`config.mk`:
```
export PLATFORM = sky130hd
export DESIGN_NAME = control_sequencer
export DESIGN_NICKNAME = d
export VERILOG_FILES = /design/src/rtl/control_sequencer.sv
export SDC_FILE = /design/constraint.sdc
export NUM_CORES = 1
export LEC_CHECK = 0
export BUFFER_PORTS_ARGS = -buffer_cell sky130_fd_sc_hd__buf_2
export CAP_MARGIN = 30
export CORE_MARGIN = 2
export CORE_UTILIZATION = 48
export DETAILED_ROUTE_END_ITERATION = 7
export GPL_TIMING_DRIVEN = 0
export HOLD_SLACK_MARGIN = 0.08
export PLACE_DENSITY = 0.86
export SYNTH_ARGS = -nofsm -noshare
export SYNTH_HDL_FRONTEND = slang
export SYNTH_SLANG_ARGS = --single-unit
```
`constraint.sdc`:
```
create_clock -name clock -period 3.7 [get_ports clock]
set_input_delay 0 -clock clock [delete_from_list [all_inputs] [get_ports clock]]
set_output_delay 0 -clock clock [all_outputs]
set_load 0.005 [all_outputs]
```
`src/rtl/control_sequencer.sv`:
```
// Step-sequencing control unit: fetch / decode / execute with memory ready handshake.
// Build option ILLEGAL_TRAP_EN: unlisted opcodes trap into HALT and raise illegal.
module control_sequencer #(
  parameter int ALU_OP_W = 5,
  parameter int OP_W     = 5
) (
  input  logic                clock,
  input  logic                clear,
  input  logic [31:0]         IR,
  input  logic                CON_FF,
  input  logic                mem_ready,
  input  logic                stop,
  output logic                Gra,
  output logic                Grb,
  output logic                Grc,
  output logic                Rin,
  output logic                Rout,
  output logic                BAout,
  output logic                PCout,
  output logic                PCin,
  output logic                IncPC,
  output logic                MARin,
  output logic                MDRin,
  output logic                MDRout,
  output logic                IRin,
  output logic                Yin,
  output logic                Zin,
  output logic                Zlowout,
  output logic                Cout,
  output logic                CONin,
  output logic                Read,
  output logic                Write,
  output logic [ALU_OP_W-1:0] alu_op,
  output logic                run,
  output logic                instr_done,
  output logic                illegal
);

  typedef enum logic [3:0] {
    S_IDLE, S_T0, S_T1, S_T2, S_T3, S_T4, S_T5, S_T6, S_T7, S_HALT
  } state_e;

  localparam logic [OP_W-1:0] OP_LD   = OP_W'(5'b00000);
  localparam logic [OP_W-1:0] OP_LDI  = OP_W'(5'b00001);
  localparam logic [OP_W-1:0] OP_ST   = OP_W'(5'b00010);
  localparam logic [OP_W-1:0] OP_ADD  = OP_W'(5'b00011);
  localparam logic [OP_W-1:0] OP_SUB  = OP_W'(5'b00100);
  localparam logic [OP_W-1:0] OP_AND  = OP_W'(5'b00101);
  localparam logic [OP_W-1:0] OP_OR   = OP_W'(5'b00110);
  localparam logic [OP_W-1:0] OP_ADDI = OP_W'(5'b01100);
  localparam logic [OP_W-1:0] OP_BR   = OP_W'(5'b10010);
  localparam logic [OP_W-1:0] OP_JR   = OP_W'(5'b10100);
  localparam logic [OP_W-1:0] OP_NOP  = OP_W'(5'b11001);
  localparam logic [OP_W-1:0] OP_HALT = OP_W'(5'b11010);

  localparam logic [ALU_OP_W-1:0] ALU_ADD = ALU_OP_W'(5'b00011);

  state_e          state_q, state_d;
  logic [OP_W-1:0] op_q;
  logic [OP_W-1:0] ir_op;
  logic [OP_W-1:0] op;
  logic            unused_ir;

  logic is_rr, is_addi, is_ldi, is_ld, is_st, is_br, is_jr, is_nop, is_halt, is_legal;

  assign ir_op     = IR[31 -: OP_W];
  assign unused_ir = ^IR[31-OP_W:0];

  // IR is loaded at the end of T2, so T3 dispatches on it directly; later steps use the copy.
  assign op = (state_q == S_T3) ? ir_op : op_q;

  assign is_rr    = (op == OP_ADD) || (op == OP_SUB) || (op == OP_AND) || (op == OP_OR);
  assign is_addi  = (op == OP_ADDI);
  assign is_ldi   = (op == OP_LDI);
  assign is_ld    = (op == OP_LD);
  assign is_st    = (op == OP_ST);
  assign is_br    = (op == OP_BR);
  assign is_jr    = (op == OP_JR);
  assign is_nop   = (op == OP_NOP);
  assign is_halt  = (op == OP_HALT);
  assign is_legal = is_rr || is_addi || is_ldi || is_ld || is_st || is_br ||
                    is_jr || is_nop || is_halt;

  assign run = (state_q != S_IDLE) && (state_q != S_HALT);

`ifdef ILLEGAL_TRAP_EN
  logic illegal_q;
  assign illegal = illegal_q;
`else
  assign illegal = 1'b0;
`endif

  always_ff @(posedge clock or negedge clear) begin
    if (!clear) begin
      state_q   <= S_IDLE;
      op_q      <= '0;
`ifdef ILLEGAL_TRAP_EN
      illegal_q <= 1'b0;
`endif
    end else begin
      state_q <= state_d;
      if (state_q == S_T3) op_q <= ir_op;
`ifdef ILLEGAL_TRAP_EN
      if (state_q == S_T3 && !is_legal) illegal_q <= 1'b1;
`endif
    end
  end

  always_comb begin
    state_d    = state_q;
    Gra        = 1'b0;
    Grb        = 1'b0;
    Grc        = 1'b0;
    Rin        = 1'b0;
    Rout       = 1'b0;
    BAout      = 1'b0;
    PCout      = 1'b0;
    PCin       = 1'b0;
    IncPC      = 1'b0;
    MARin      = 1'b0;
    MDRin      = 1'b0;
    MDRout     = 1'b0;
    IRin       = 1'b0;
    Yin        = 1'b0;
    Zin        = 1'b0;
    Zlowout    = 1'b0;
    Cout       = 1'b0;
    CONin      = 1'b0;
    Read       = 1'b0;
    Write      = 1'b0;
    alu_op     = '0;
    instr_done = 1'b0;
    unique case (state_q)
      S_IDLE: state_d = S_T0;
      S_T0: begin
        // A halt request suppresses the fetch strobes so the PC is left untouched.
        if (stop) begin
          state_d = S_HALT;
        end else begin
          PCout   = 1'b1;
          MARin   = 1'b1;
          IncPC   = 1'b1;
          Zin     = 1'b1;
          state_d = S_T1;
        end
      end
      S_T1: begin
        Zlowout = 1'b1;
        PCin    = 1'b1;
        Read    = 1'b1;
        MDRin   = mem_ready;
        if (mem_ready) state_d = S_T2;
      end
      S_T2: begin
        MDRout  = 1'b1;
        IRin    = 1'b1;
        state_d = S_T3;
      end
      S_T3: begin
        if (is_rr || is_addi) begin
          Grb = 1'b1; Rout = 1'b1; Yin = 1'b1; state_d = S_T4;
        end else if (is_ldi || is_ld || is_st) begin
          Grb = 1'b1; BAout = 1'b1; Yin = 1'b1; state_d = S_T4;
        end else if (is_br) begin
          Gra = 1'b1; Rout = 1'b1; CONin = 1'b1; state_d = S_T4;
        end else if (is_jr) begin
          Gra = 1'b1; Rout = 1'b1; PCin = 1'b1; instr_done = 1'b1; state_d = S_T0;
        end else if (is_nop) begin
          instr_done = 1'b1; state_d = S_T0;
        end else if (is_halt) begin
          state_d = S_HALT;
        end else begin
`ifdef ILLEGAL_TRAP_EN
          state_d = S_HALT;
`else
          instr_done = 1'b1;
          state_d    = S_T0;
`endif
        end
      end
      S_T4: begin
        if (is_rr) begin
          Grc = 1'b1; Rout = 1'b1; Zin = 1'b1; alu_op = ALU_OP_W'(op); state_d = S_T5;
        end else if (is_addi || is_ldi || is_ld || is_st) begin
          Cout = 1'b1; Zin = 1'b1; alu_op = ALU_ADD; state_d = S_T5;
        end else if (is_br) begin
          PCout = 1'b1; Yin = 1'b1; state_d = S_T5;
        end else begin
          state_d = S_T0;
        end
      end
      S_T5: begin
        if (is_rr || is_addi || is_ldi) begin
          Zlowout = 1'b1; Gra = 1'b1; Rin = 1'b1; instr_done = 1'b1; state_d = S_T0;
        end else if (is_ld || is_st) begin
          Zlowout = 1'b1; MARin = 1'b1; state_d = S_T6;
        end else if (is_br) begin
          Cout = 1'b1; Zin = 1'b1; alu_op = ALU_ADD; state_d = S_T6;
        end else begin
          state_d = S_T0;
        end
      end
      S_T6: begin
        if (is_ld) begin
          Read  = 1'b1;
          MDRin = mem_ready;
          if (mem_ready) state_d = S_T7;
        end else if (is_st) begin
          Gra = 1'b1; Rout = 1'b1; MDRin = 1'b1; state_d = S_T7;
        end else if (is_br) begin
          Zlowout = 1'b1; PCin = CON_FF; instr_done = 1'b1; state_d = S_T0;
        end else begin
          state_d = S_T0;
        end
      end
      S_T7: begin
        if (is_ld) begin
          MDRout = 1'b1; Gra = 1'b1; Rin = 1'b1; instr_done = 1'b1; state_d = S_T0;
        end else if (is_st) begin
          Write      = 1'b1;
          instr_done = mem_ready;
          if (mem_ready) state_d = S_T0;
        end else begin
          state_d = S_T0;
        end
      end
      S_HALT: state_d = S_HALT;
      default: state_d = S_IDLE;
    endcase
  end

endmodule

```
==> reports/metrics.cfg <==
[cts]
cts_root_buf = clkbuf_4
cts_tree = yes
cts_setup_buffers = 0
clk_pin_slew_ps = 60
clock_latency_ps = 250
htree_levels = 1
clk_path_buf_depth = 2
cts_buffers = 3
cts.sinks = 9

[floorplan]
die_area_um2 = 2840
row_count = 17
core_area_um2 = 2255
die_h_um = 53.29
initial_core_util = 0.5172
ios = 65
die_x_um = 53.29

[global_routing]
grt_max_degree = 11
grt_usage = 0.2568
antenna_found_initial = 0
gr-total-overflow = 0
grt_pass1_vias = 1203
grt_pass1_wl_mm = 5.464

[layout]
drive_gt1_frac = 0.2980
layout_common_cells = buf_2 (39), nor2_1 (19), inv_1 (10), a21oi_1 (10)
layout_commonest_cell = buf_2
nets = 236
diodes = 0
area_growth_pct = 20.92

[timing]
setup_ws_ps = 1088
fmax_ghz = 0.3828
rsz0062_at_grt = no
tns_ps = 0
fin_crit_ps = 2612
report.final.slew_viol_count = 0
setup_viol = 0
skew_ps = 4.154
min_period_over_period = 0.7060
worst_pin_slew_ps = 599.1
hold_viol = 0
maxSlewHeadroom = 0.5892

[power]
leakage_uw = 0.0007523
power.total_uw = 916.1
powerDensity_nw_per_um2 = 649.7
max-vdd-ir-drop_mv = 0.4787

[synth]
synth-edff-count = 0
ys.flop_type = dfrtp_1
ys_warn_count = 0
async_flop_share = 1.000
netlist_area_um2 = 1166
avgSynthCellArea_um2 = 7.380
synth.distinct_cells = 54
ys_seq_area_frac = 0.1931
synthCells = 158
ys_ff_latch = 9

[drt]
vias_per_cell = 5.991
postRouteWirelength_mm = 3.317
drc_errors = 0
wl_per_cell_um = 14.68
first_pass_iters = 5
num_vias = 1354
antenna_left = 0
first_iter_violations = 49

[place]
io_buffers = 33
gp_congestion = 0.8693
hpwlAfterDp_mm = 2.643
post-place-ws_ps = 1452

[setup_path]
cp-start-kind = flop
cp_max_fo = 10
crit_path_end_kind = output port
arrival_ps = 2610
required_ps = 3700
worst-setup-path-type = flop to output port

[status]
status = completed

[hold_path]
hp-class = input port to flop

[flow_run]
max_cap_violations = 0

==> registers in the layout, summed over array words and instances, names as in the netlist <==
signal	cells
state_q	4
op_q	5
==> worst max-delay path, stage by stage, from the launching register on <==
cell     delay, ps
dfrtp_1        380
buf_6          140
nor4b_4        360
mux2i_1        580
inv_1          270
nor3_1         360
a211o_1        150
buf_2          110
==> kinds of logic after synthesis <==
family,share of synthesized area
and+or+nand+nor,0.3809
AOI/OAI and AO/OA,0.2210
buffers and inverters,0.1223
DFF,0.1931
muxes,0.06438
xor gates and xnor gates,0.01502
other,0.003216
==> layout make-up <==
cell class              count  area (um2)
inverters                  10       37.54
clock buffers               4       26.28
well taps                  28       35.03
multi-input cells         125       805.8
plain buffers              16       105.1
flip-flops and latches      9       225.2
fillers                   218       844.6
repair buffers             34       175.2
==> per-layer routing <==
| metal | vias up | GRT usage | routed length [um] |
|---|---|---|---|
| met3 | 2 | 0.04237 | 233 |
| met1 | 646 | 0.3230 | 1415 |
| met2 | 54 | 0.4630 | 1652 |
| met4 | 0 | 0.03419 | 16 |
| li1 | 652 | - | - |
| met5 | - | 0 | 0 |
==> timing repair <==
action,4_1_cts,5_1_grt
hold endpoints to repair,9,0
resized for setup,0,0
hold buffers,1,0
==> synth_stat cells, types with 2 or more instances <==
| cell | count | area (um2) |
|---|---|---|
| o21ai_0 | 8 | 40.04 |
| nand3b_1 | 2 | 15.01 |
| buf_2 | 6 | 30.03 |
| nor3b_1 | 2 | 15.01 |
| o211ai_1 | 2 | 15.01 |
| nor2_1 | 19 | 71.32 |
| nand2_1 | 9 | 33.78 |
| clkbuf_1 | 3 | 11.26 |
| buf_6 | 3 | 33.78 |
| nand3_1 | 5 | 25.02 |
| nand4_1 | 3 | 18.77 |
| inv_1 | 10 | 37.54 |
| and3_1 | 4 | 25.02 |
| nand2b_1 | 5 | 31.28 |
| a21oi_1 | 10 | 50.05 |
| or4_1 | 2 | 15.01 |
| o31ai_1 | 2 | 15.01 |
| a211o_1 | 2 | 17.52 |
| buf_4 | 4 | 30.03 |
| nor3_1 | 8 | 40.04 |
| xnor2_1 | 2 | 17.52 |
| dfrtp_1 | 9 | 225.2 |
| or3_1 | 2 | 12.51 |
| o21ai_1 | 2 | 10.01 |
| mux2i_1 | 5 | 50.05 |
==> stage by stage <==
stage | utilization | instance area (um2) | instances | hold slack, ps
CTS | 0.6254 | 1410 | 226 | 103.0
global placement | 0.6093 | 1374 | 221 | -149.2
global route | 0.6254 | 1410 | 226 | 115.3
detailed placement | 0.6093 | 1374 | 221 | -142.5
floorplan | - | 1174 | 160 | -295.6
finish | 0.6254 | 1410 | 226 | 114.4
==> worst paths after layout <==
check / start / endpoint / slack, ps / cells after the start
setup / recovery: state_q[0] / PCin / 1090 / 7
hold / removal: IR[30] / op_q[3] / 110 / 3
setup reg to reg: op_q[4] / state_q[3] / 1760 / 5
hold reg to reg: op_q[4] / op_q[4] / 680 / 2
max in group asynchronous: clear / state_q[1] / 3390 / 2
min in group asynchronous: clear / op_q[3] / 130 / 2
==> power by group <==
part,leakage [uW],internal [uW],switching (uW)
logic,0.000625,275,407
registers,0.000112,144,18.9
clock network,0.0000150,41.3,30.0
Note: power is estimated with default switching activity, not from simulation.
